--- config.mk ---
export PLATFORM = sky130hd
export DESIGN_NAME = data_bus_arbiter_flat
export DESIGN_NICKNAME = d
export VERILOG_FILES = /design/src/rtl/data_bus_arbiter_if.sv /design/src/rtl/data_bus_arbiter.sv /design/src/flat_wrapper.sv
export SDC_FILE = /design/constraint.sdc
export NUM_CORES = 1
export LEC_CHECK = 0
export ABC_AREA = 0
export ABC_CLOCK_PERIOD_IN_PS = 1700
export CORE_AREA = 3 3 115 117
export CTS_CLUSTER_DIAMETER = 80
export DETAILED_ROUTE_END_ITERATION = 12
export DIE_AREA = 0 0 118 120
export DONT_BUFFER_PORTS = 1
export PLACE_DENSITY = 0.57
export SYNTH_ARGS = -nofsm -noshare
export SYNTH_HDL_FRONTEND = slang
export SYNTH_SLANG_ARGS = --single-unit
--- constraint.sdc ---
create_clock -name clk -period 1.7 [get_ports clk]
set_input_delay 0.17 -clock clk [delete_from_list [all_inputs] [get_ports clk]]
set_output_delay 0.17 -clock clk [all_outputs]
set_load 0.01 [all_outputs]
--- src/rtl/data_bus_arbiter_if.sv ---
// Request/response signals for the two requesters plus the shared data bus.
// master: the arbiter side; slave: requesters and the address decoder/read mux.
interface data_bus_arbiter_if;
    logic        r0_valid, r1_valid;
    logic [31:0] r0_addr, r1_addr;
    logic        r0_write, r1_write;
    logic [31:0] r0_wdata, r1_wdata;
    logic        r0_accept, r1_accept;
    logic        r0_done, r1_done;
    logic [31:0] r0_rdata, r1_rdata;
    logic [31:0] bus_address;
    logic        bus_read_en, bus_write_en;
    logic [31:0] bus_write_value;
    logic [31:0] bus_read_value;

    modport master (
        input  r0_valid, r1_valid, r0_addr, r1_addr, r0_write, r1_write,
               r0_wdata, r1_wdata, bus_read_value,
        output r0_accept, r1_accept, r0_done, r1_done, r0_rdata, r1_rdata,
               bus_address, bus_read_en, bus_write_en, bus_write_value
    );

    modport slave (
        output r0_valid, r1_valid, r0_addr, r1_addr, r0_write, r1_write,
               r0_wdata, r1_wdata, bus_read_value,
        input  r0_accept, r1_accept, r0_done, r1_done, r0_rdata, r1_rdata,
               bus_address, bus_read_en, bus_write_en, bus_write_value
    );
endinterface

--- src/rtl/data_bus_arbiter.sv ---
// Two-requester round-robin arbiter for a single data bus. One access is in
// flight at a time: IDLE grants, ACCESS holds the strobes for a wait count
// chosen by address bit 31 (IO vs memory), DONE pulses the owner's done.
module data_bus_arbiter #(
    parameter int unsigned MEM_WAIT = 1,
    parameter int unsigned IO_WAIT  = 3
) (
    input  logic               clk,
    input  logic               rst,
    data_bus_arbiter_if.master bus
);
    typedef enum logic [1:0] {IDLE, ACCESS, DONE} state_t;

    localparam logic [3:0] MEM_W = 4'(MEM_WAIT);
    localparam logic [3:0] IO_W  = 4'(IO_WAIT);

    state_t          state_q, state_d;
    logic [3:0]      cnt_q;
    logic            pref_q;      // requester favoured when both are valid
    logic            owner_q;
    logic            wr_q;
    logic [31:0]     addr_q, wdata_q;
    logic [1:0][31:0] rdata_q;

    logic [1:0]  req_v;
    logic        grant;
    logic [31:0] g_addr, g_wdata;
    logic        g_write;
    logic [3:0]  g_wait;
    logic        start, finish, rd_en, wr_en;

    // Pick the requester: a lone valid wins outright, a tie goes to pref_q.
    always_comb begin
        req_v   = {bus.r1_valid, bus.r0_valid};
        grant   = req_v[1] & (~req_v[0] | pref_q);
        g_addr  = grant ? bus.r1_addr  : bus.r0_addr;
        g_wdata = grant ? bus.r1_wdata : bus.r0_wdata;
        g_write = grant ? bus.r1_write : bus.r0_write;
        g_wait  = g_addr[31] ? IO_W : MEM_W;
    end

    // Next state and strobes; accept is held off while reset is asserted.
    always_comb begin
        state_d = state_q;
        start   = 1'b0;
        finish  = 1'b0;
        rd_en   = 1'b0;
        wr_en   = 1'b0;
        case (state_q)
            IDLE: begin
                if ((|req_v) && !rst) begin
                    start   = 1'b1;
                    state_d = ACCESS;
                end
            end
            ACCESS: begin
                rd_en = ~wr_q;
                wr_en = wr_q;
                if (cnt_q <= 4'd1) begin
                    finish  = 1'b1;
                    state_d = DONE;
                end
            end
            DONE:    state_d = IDLE;
            default: state_d = IDLE;
        endcase
    end

    // State, capture of the granted request, wait counter and read data.
    always_ff @(posedge clk) begin
        if (rst) begin
            state_q <= IDLE;
            cnt_q   <= 4'd0;
            pref_q  <= 1'b0;
            owner_q <= 1'b0;
            wr_q    <= 1'b0;
            addr_q  <= '0;
            wdata_q <= '0;
            rdata_q <= '0;
        end else begin
            state_q <= state_d;
            if (start) begin
                owner_q <= grant;
                pref_q  <= ~grant;
                addr_q  <= g_addr;
                wdata_q <= g_wdata;
                wr_q    <= g_write;
                cnt_q   <= g_wait;
            end else if (state_q == ACCESS) begin
                cnt_q <= cnt_q - 4'd1;
            end
            if (finish && !wr_q)
                rdata_q[owner_q] <= bus.bus_read_value;
        end
    end

    assign bus.r0_accept       = start & ~grant;
    assign bus.r1_accept       = start &  grant;
    assign bus.r0_done         = (state_q == DONE) & ~owner_q;
    assign bus.r1_done         = (state_q == DONE) &  owner_q;
    assign bus.r0_rdata        = rdata_q[0];
    assign bus.r1_rdata        = rdata_q[1];
    assign bus.bus_address     = addr_q;
    assign bus.bus_write_value = wdata_q;
    assign bus.bus_read_en     = rd_en;
    assign bus.bus_write_en    = wr_en;
endmodule

--- src/flat_wrapper.sv ---
// flat-port wrapper written by rule: the top's interface ports become plain ports
module data_bus_arbiter_flat 
#(
    parameter int unsigned MEM_WAIT = 1,
    parameter int unsigned IO_WAIT  = 3
)
  (clk, rst, bus_r0_valid, bus_r1_valid, bus_r0_addr, bus_r1_addr, bus_r0_write, bus_r1_write, bus_r0_wdata, bus_r1_wdata, bus_bus_read_value, bus_r0_accept, bus_r1_accept, bus_r0_done, bus_r1_done, bus_r0_rdata, bus_r1_rdata, bus_bus_address, bus_bus_read_en, bus_bus_write_en, bus_bus_write_value);
  data_bus_arbiter_if bus_i ();
  input  logic clk;
  input  logic rst;
  input wire logic [$bits(bus_i.r0_valid)-1:0] bus_r0_valid;
  input wire logic [$bits(bus_i.r1_valid)-1:0] bus_r1_valid;
  input wire logic [$bits(bus_i.r0_addr)-1:0] bus_r0_addr;
  input wire logic [$bits(bus_i.r1_addr)-1:0] bus_r1_addr;
  input wire logic [$bits(bus_i.r0_write)-1:0] bus_r0_write;
  input wire logic [$bits(bus_i.r1_write)-1:0] bus_r1_write;
  input wire logic [$bits(bus_i.r0_wdata)-1:0] bus_r0_wdata;
  input wire logic [$bits(bus_i.r1_wdata)-1:0] bus_r1_wdata;
  input wire logic [$bits(bus_i.bus_read_value)-1:0] bus_bus_read_value;
  output wire logic [$bits(bus_i.r0_accept)-1:0] bus_r0_accept;
  output wire logic [$bits(bus_i.r1_accept)-1:0] bus_r1_accept;
  output wire logic [$bits(bus_i.r0_done)-1:0] bus_r0_done;
  output wire logic [$bits(bus_i.r1_done)-1:0] bus_r1_done;
  output wire logic [$bits(bus_i.r0_rdata)-1:0] bus_r0_rdata;
  output wire logic [$bits(bus_i.r1_rdata)-1:0] bus_r1_rdata;
  output wire logic [$bits(bus_i.bus_address)-1:0] bus_bus_address;
  output wire logic [$bits(bus_i.bus_read_en)-1:0] bus_bus_read_en;
  output wire logic [$bits(bus_i.bus_write_en)-1:0] bus_bus_write_en;
  output wire logic [$bits(bus_i.bus_write_value)-1:0] bus_bus_write_value;
  assign bus_i.r0_valid = bus_r0_valid;
  assign bus_i.r1_valid = bus_r1_valid;
  assign bus_i.r0_addr = bus_r0_addr;
  assign bus_i.r1_addr = bus_r1_addr;
  assign bus_i.r0_write = bus_r0_write;
  assign bus_i.r1_write = bus_r1_write;
  assign bus_i.r0_wdata = bus_r0_wdata;
  assign bus_i.r1_wdata = bus_r1_wdata;
  assign bus_i.bus_read_value = bus_bus_read_value;
  assign bus_r0_accept = bus_i.r0_accept;
  assign bus_r1_accept = bus_i.r1_accept;
  assign bus_r0_done = bus_i.r0_done;
  assign bus_r1_done = bus_i.r1_done;
  assign bus_r0_rdata = bus_i.r0_rdata;
  assign bus_r1_rdata = bus_i.r1_rdata;
  assign bus_bus_address = bus_i.bus_address;
  assign bus_bus_read_en = bus_i.bus_read_en;
  assign bus_bus_write_en = bus_i.bus_write_en;
  assign bus_bus_write_value = bus_i.bus_write_value;
  data_bus_arbiter #(.MEM_WAIT(MEM_WAIT), .IO_WAIT(IO_WAIT)) u_core (.clk(clk), .rst(rst), .bus(bus_i));
endmodule
==> results.rst <==
.. list-table::
   :header-rows: 1

   * - Metric
     - Value
   * - Run status
     - finished, violations left
   * - Failing checks
     - negative hold slack, negative setup slack
   * - Critical path cell sequence
     - or4_4 > buf_12 > a21oi_4
   * - Number of input and output port buffers inserted
     - 0
   * - Clock Sink Count
     - approximately 140
   * - Type of element launching the critical path
     - flip-flop
   * - Top post-synthesis cells by count
     - 137 x sky130_fd_sc_hd__dfxtp_1, 136 x sky130_fd_sc_hd__nor2_1, 67 x sky130_fd_sc_hd__a21oi_1
   * - CP bufs+invs
     - 1
   * - Filler instances
     - roughly 1100
   * - Number of antenna violations at the first check in global routing
     - 0
   * - Vias per Instance
     - 5.76
   * - Per-instance average area after synthesis
     - 8.85 um^2
   * - Multi-input logic area
     - 2610 um^2
   * - Initial cell density of the core
     - between 40% and 50%
   * - Most area-hungry cell type in the Yosys netlist
     - sky130_fd_sc_hd__dfxtp_1
   * - Pwr/cell area
     - 1440 nW/um^2
   * - Post-detailed-route DRC marker count
     - 0
   * - Number of I/O pins
     - 300
   * - Share of Yosys cell area claimed by the top area cell type
     - 49.5%
   * - Endpoint class of the critical path
     - output port
   * - Leading register cell type out of synthesis
     - sky130_fd_sc_hd__dfxtp_1
   * - Slowest CP cell
     - sky130_fd_sc_hd__or4_4
   * - Post-Layout Cell Count
     - 801
   * - Worst Hold Slack
     - -155 ps
   * - Final critical-path share of the clock period
     - 103%
   * - Post-detailed-routing wire length
     - 15.7 mm
   * - Number of flops mapped to enable cells by yosys
     - 0
   * - TritonCTS clock tree
     - yes
   * - Yosys Warn Count
     - 0
   * - Type of the worst setup path
     - flip-flop to output port
   * - Combined global-route utilization of all metal layers
     - 20.7%
   * - Core utilization of the finished layout
     - between 50% and 60%
   * - Ratio of cells with drive above 1 in the final layout
     - 12.7%
   * - TritonCTS buffer count
     - 17
   * - RSZ-0062 raised after global routing
     - true
   * - Post-layout minimum cycle time
     - roughly 1800 ps
   * - Insertion delay to the later sink of the worst-skew pair
     - around 410 ps
   * - Data required time at the worst endpoint
     - 1530 ps
   * - Total congestion overflow
     - 0
   * - Horiz. Die Dim
     - around 120 um
   * - Final Slew Violations
     - 0
   * - Max Root-Sink Buffers
     - 2
   * - Global placement routability congestion
     - 0.776
   * - Detailed-route wire length per cell
     - 19.6 um
   * - Clock slew at the register clock pins of the worst setup and hold paths
     - roughly 60 ps
   * - Layout net count
     - between 700 and 800
   * - Fmax
     - around 0.57 GHz
   * - Number of flip-flops and latches in the synthesized netlist
     - between 100 and 150
   * - Area growth syn-to-layout
     - 19.5%
   * - Remaining number of nets flagged by the antenna check after routing
     - 0
   * - Largest net degree at the start of global routing
     - roughly 140
   * - Overall via count from detail_route
     - about 4600
   * - Number of diodes added for antenna fixing
     - 0
   * - Synthesized Nets
     - 794
   * - Number of setup violations in the final report
     - 1
   * - Violation count after the first detailed-routing iteration
     - roughly 330
   * - Count of distinct cell types in the synthesized netlist
     - 30
   * - Max-cap viol count
     - 0
   * - Hold WC Path Type
     - primary input to flip-flop
   * - Total Power
     - about 9500 uW
   * - DIE AREA
     - roughly 14000 um^2
   * - Fin worst setup slack
     - -52.2 ps
   * - H-Tree Level Count
     - 4
   * - Vias in the first global route
     - around 4400
   * - Synthesized instance count
     - between 600 and 700
   * - Post-cts hold buffer count
     - 1
   * - Die outline height
     - approximately 120 um
   * - Row count
     - slightly above 40
   * - Root cell of the clock tree
     - sky130_fd_sc_hd__clkbuf_16
   * - VDD IR-drop max
     - between 0.5 and 0.6 mV
   * - Asr flop ratio synth
     - 0%
   * - Worst-case headroom to the max-slew limit
     - around two thirds
   * - Number of cells in the design after placement
     - 757
   * - Number of hold violations in the final report
     - 136
   * - Max FO, Critical Path
     - 6
   * - Std-Cell Core Area
     - approximately 12000 um^2
   * - Most used standard cell by instance count after synthesis
     - sky130_fd_sc_hd__dfxtp_1
   * - Post-synthesis sequential area ratio
     - 49.5%
   * - Sequential cell area in the final layout
     - around 2700 um^2
   * - Transition at the pin with the smallest max-transition slack
     - ~480 ps
   * - Setup_tns
     - -52.2 ps
   * - Cell Area, Synth
     - 5540 um^2
   * - Length of the first detailed-routing pass in iterations
     - 7
   * - Data arrival time at the worst-slack endpoint
     - ~1600 ps
   * - Half-perimeter wire length of the detailed placement result
     - approximately 10 mm
   * - Most area-consuming cells after synthesis
     - sky130_fd_sc_hd__dfxtp_1 50%, sky130_fd_sc_hd__mux2i_1 12%, sky130_fd_sc_hd__nor2_1 9.2%
   * - Top Family by Delay on Critical Path
     - simple AND/OR/NAND/NOR gates
   * - Final worst clock skew
     - between 9 and 10 ps
   * - Leakage power figure
     - about 0.0028 uW
   * - Longest individual stage delay on the worst path
     - between 500 and 600 ps
   * - Global-route wire length before repair
     - 23.5 mm
## cell families (layout without fill, tap and decap cells)
logic type	count (synthesis)	in the layout	synth area share, %
AOI/OAI and AO/OA	136	136	15.5
adders and majority gates	2	2	0.452
buffers and inverters	62	65	4.77
and+or+nand+nor	225	225	18.2
muxes	64	64	11.6
DFF	137	137	49.5
## worst reg2reg max path, delay by kind of cell, from the launching register on
| family | cells | cell delay [ps] |
|---|---|---|
| flops | 1 | 320 |
| simple gates | 1 | 560 |
| buf+inv | 2 | 460 |
| compound gates | 2 | 210 |
## cells in the final DEF, fill, tap and decap left out, drive strengths merged, types with 2 or more instances in the layout
cell | Yosys | layout
a21oi | 67 | 67
inv | 3 | 5
mux2i | 64 | 64
nand4b | 2 | 2
nand3 | 66 | 66
ha | 2 | 2
buf | 20 | 25
or4 | 2 | 2
a211oi | 66 | 66
nor2 | 136 | 136
o31ai | 2 | 2
clkinv | 0 | 2
clkbuf | 39 | 25
dfxtp | 137 | 137
clkinvlp | 0 | 3
nor3 | 4 | 4
nor3b | 3 | 3
bufinv | 0 | 3
nand2b | 2 | 2
nand2 | 3 | 3
## state kept, by name (all words and copies together) (netlist names)
| signal | cells |
|---|---|
| u_core.state_q | 2 |
| u_core.bus.bus_write_value | 32 |
| u_core.bus.r1_rdata | 32 |
| u_core.pref_q | 1 |
| u_core.bus.r0_rdata | 32 |
| u_core.cnt_q | 4 |
| u_core.bus.bus_address | 32 |
| u_core.owner_q | 1 |
| u_core.wr_q | 1 |
## timing repair
item / 4_1_cts / 5_1_grt
gates resized for setup: 7 / 15
hold endpoints to repair: 137 / 136
setup endpoints to repair: 3 / 67
gates cloned: 2 / 3
setup buffers: 1 / 5
pin swaps: 2 / 2
## final timing paths
| kind | slack, ps | to | depth (start not counted) | startpoint |
|---|---|---|---|---|
| max reg2reg | 30 | u_core.bus.bus_write_value[22] | 5 | u_core.state_q[0] |
| min | -150 | u_core.bus.bus_address[7] | 1 | rst |
| max | -50 | bus_r0_accept | 3 | u_core.state_q[0] |
| min reg2reg | 490 | u_core.pref_q | 2 | u_core.pref_q |
## routing by layer
metal	track usage [%]	vias to the layer above	wire [um]
li1	-	2187	-
met1	23.3	2176	5860
met2	34.6	228	7940
met3	9.24	21	1590
met4	8.28	0	293
met5	0	-	0
## power by group
| part | internal, uW | leakage (uW) | switching, uW |
|---|---|---|---|
| sequential | 3600 | 0.00112 | 442 |
| clock | 2430 | 0.000293 | 1350 |
| combinational | 821 | 0.00143 | 888 |
| total | 6850 | 0.00285 | 2680 |
## per-stage QoR
stage / hold slack, ps / instance area, um^2 / setup WS, ps
floorplan: 314 / 5540 / 77.9
global placement: 253 / 5730 / -19.2
global route: -183 / 6620 / -106
CTS: -181 / 6450 / -93.2
detailed placement: 258 / 5730 / -21.4
finish: -155 / 6620 / -52.2
## layout make-up
class	instances	share of cell area [%]
flip-flops and latches	137	41.5
multi-input cells	427	39.5
clock buffers	22	7.16
repair buffers	30	6.35
well taps	172	3.25
clock inverters	10	2.12
inverters	3	0.170
Note: power is estimated with default switching activity, not from simulation.
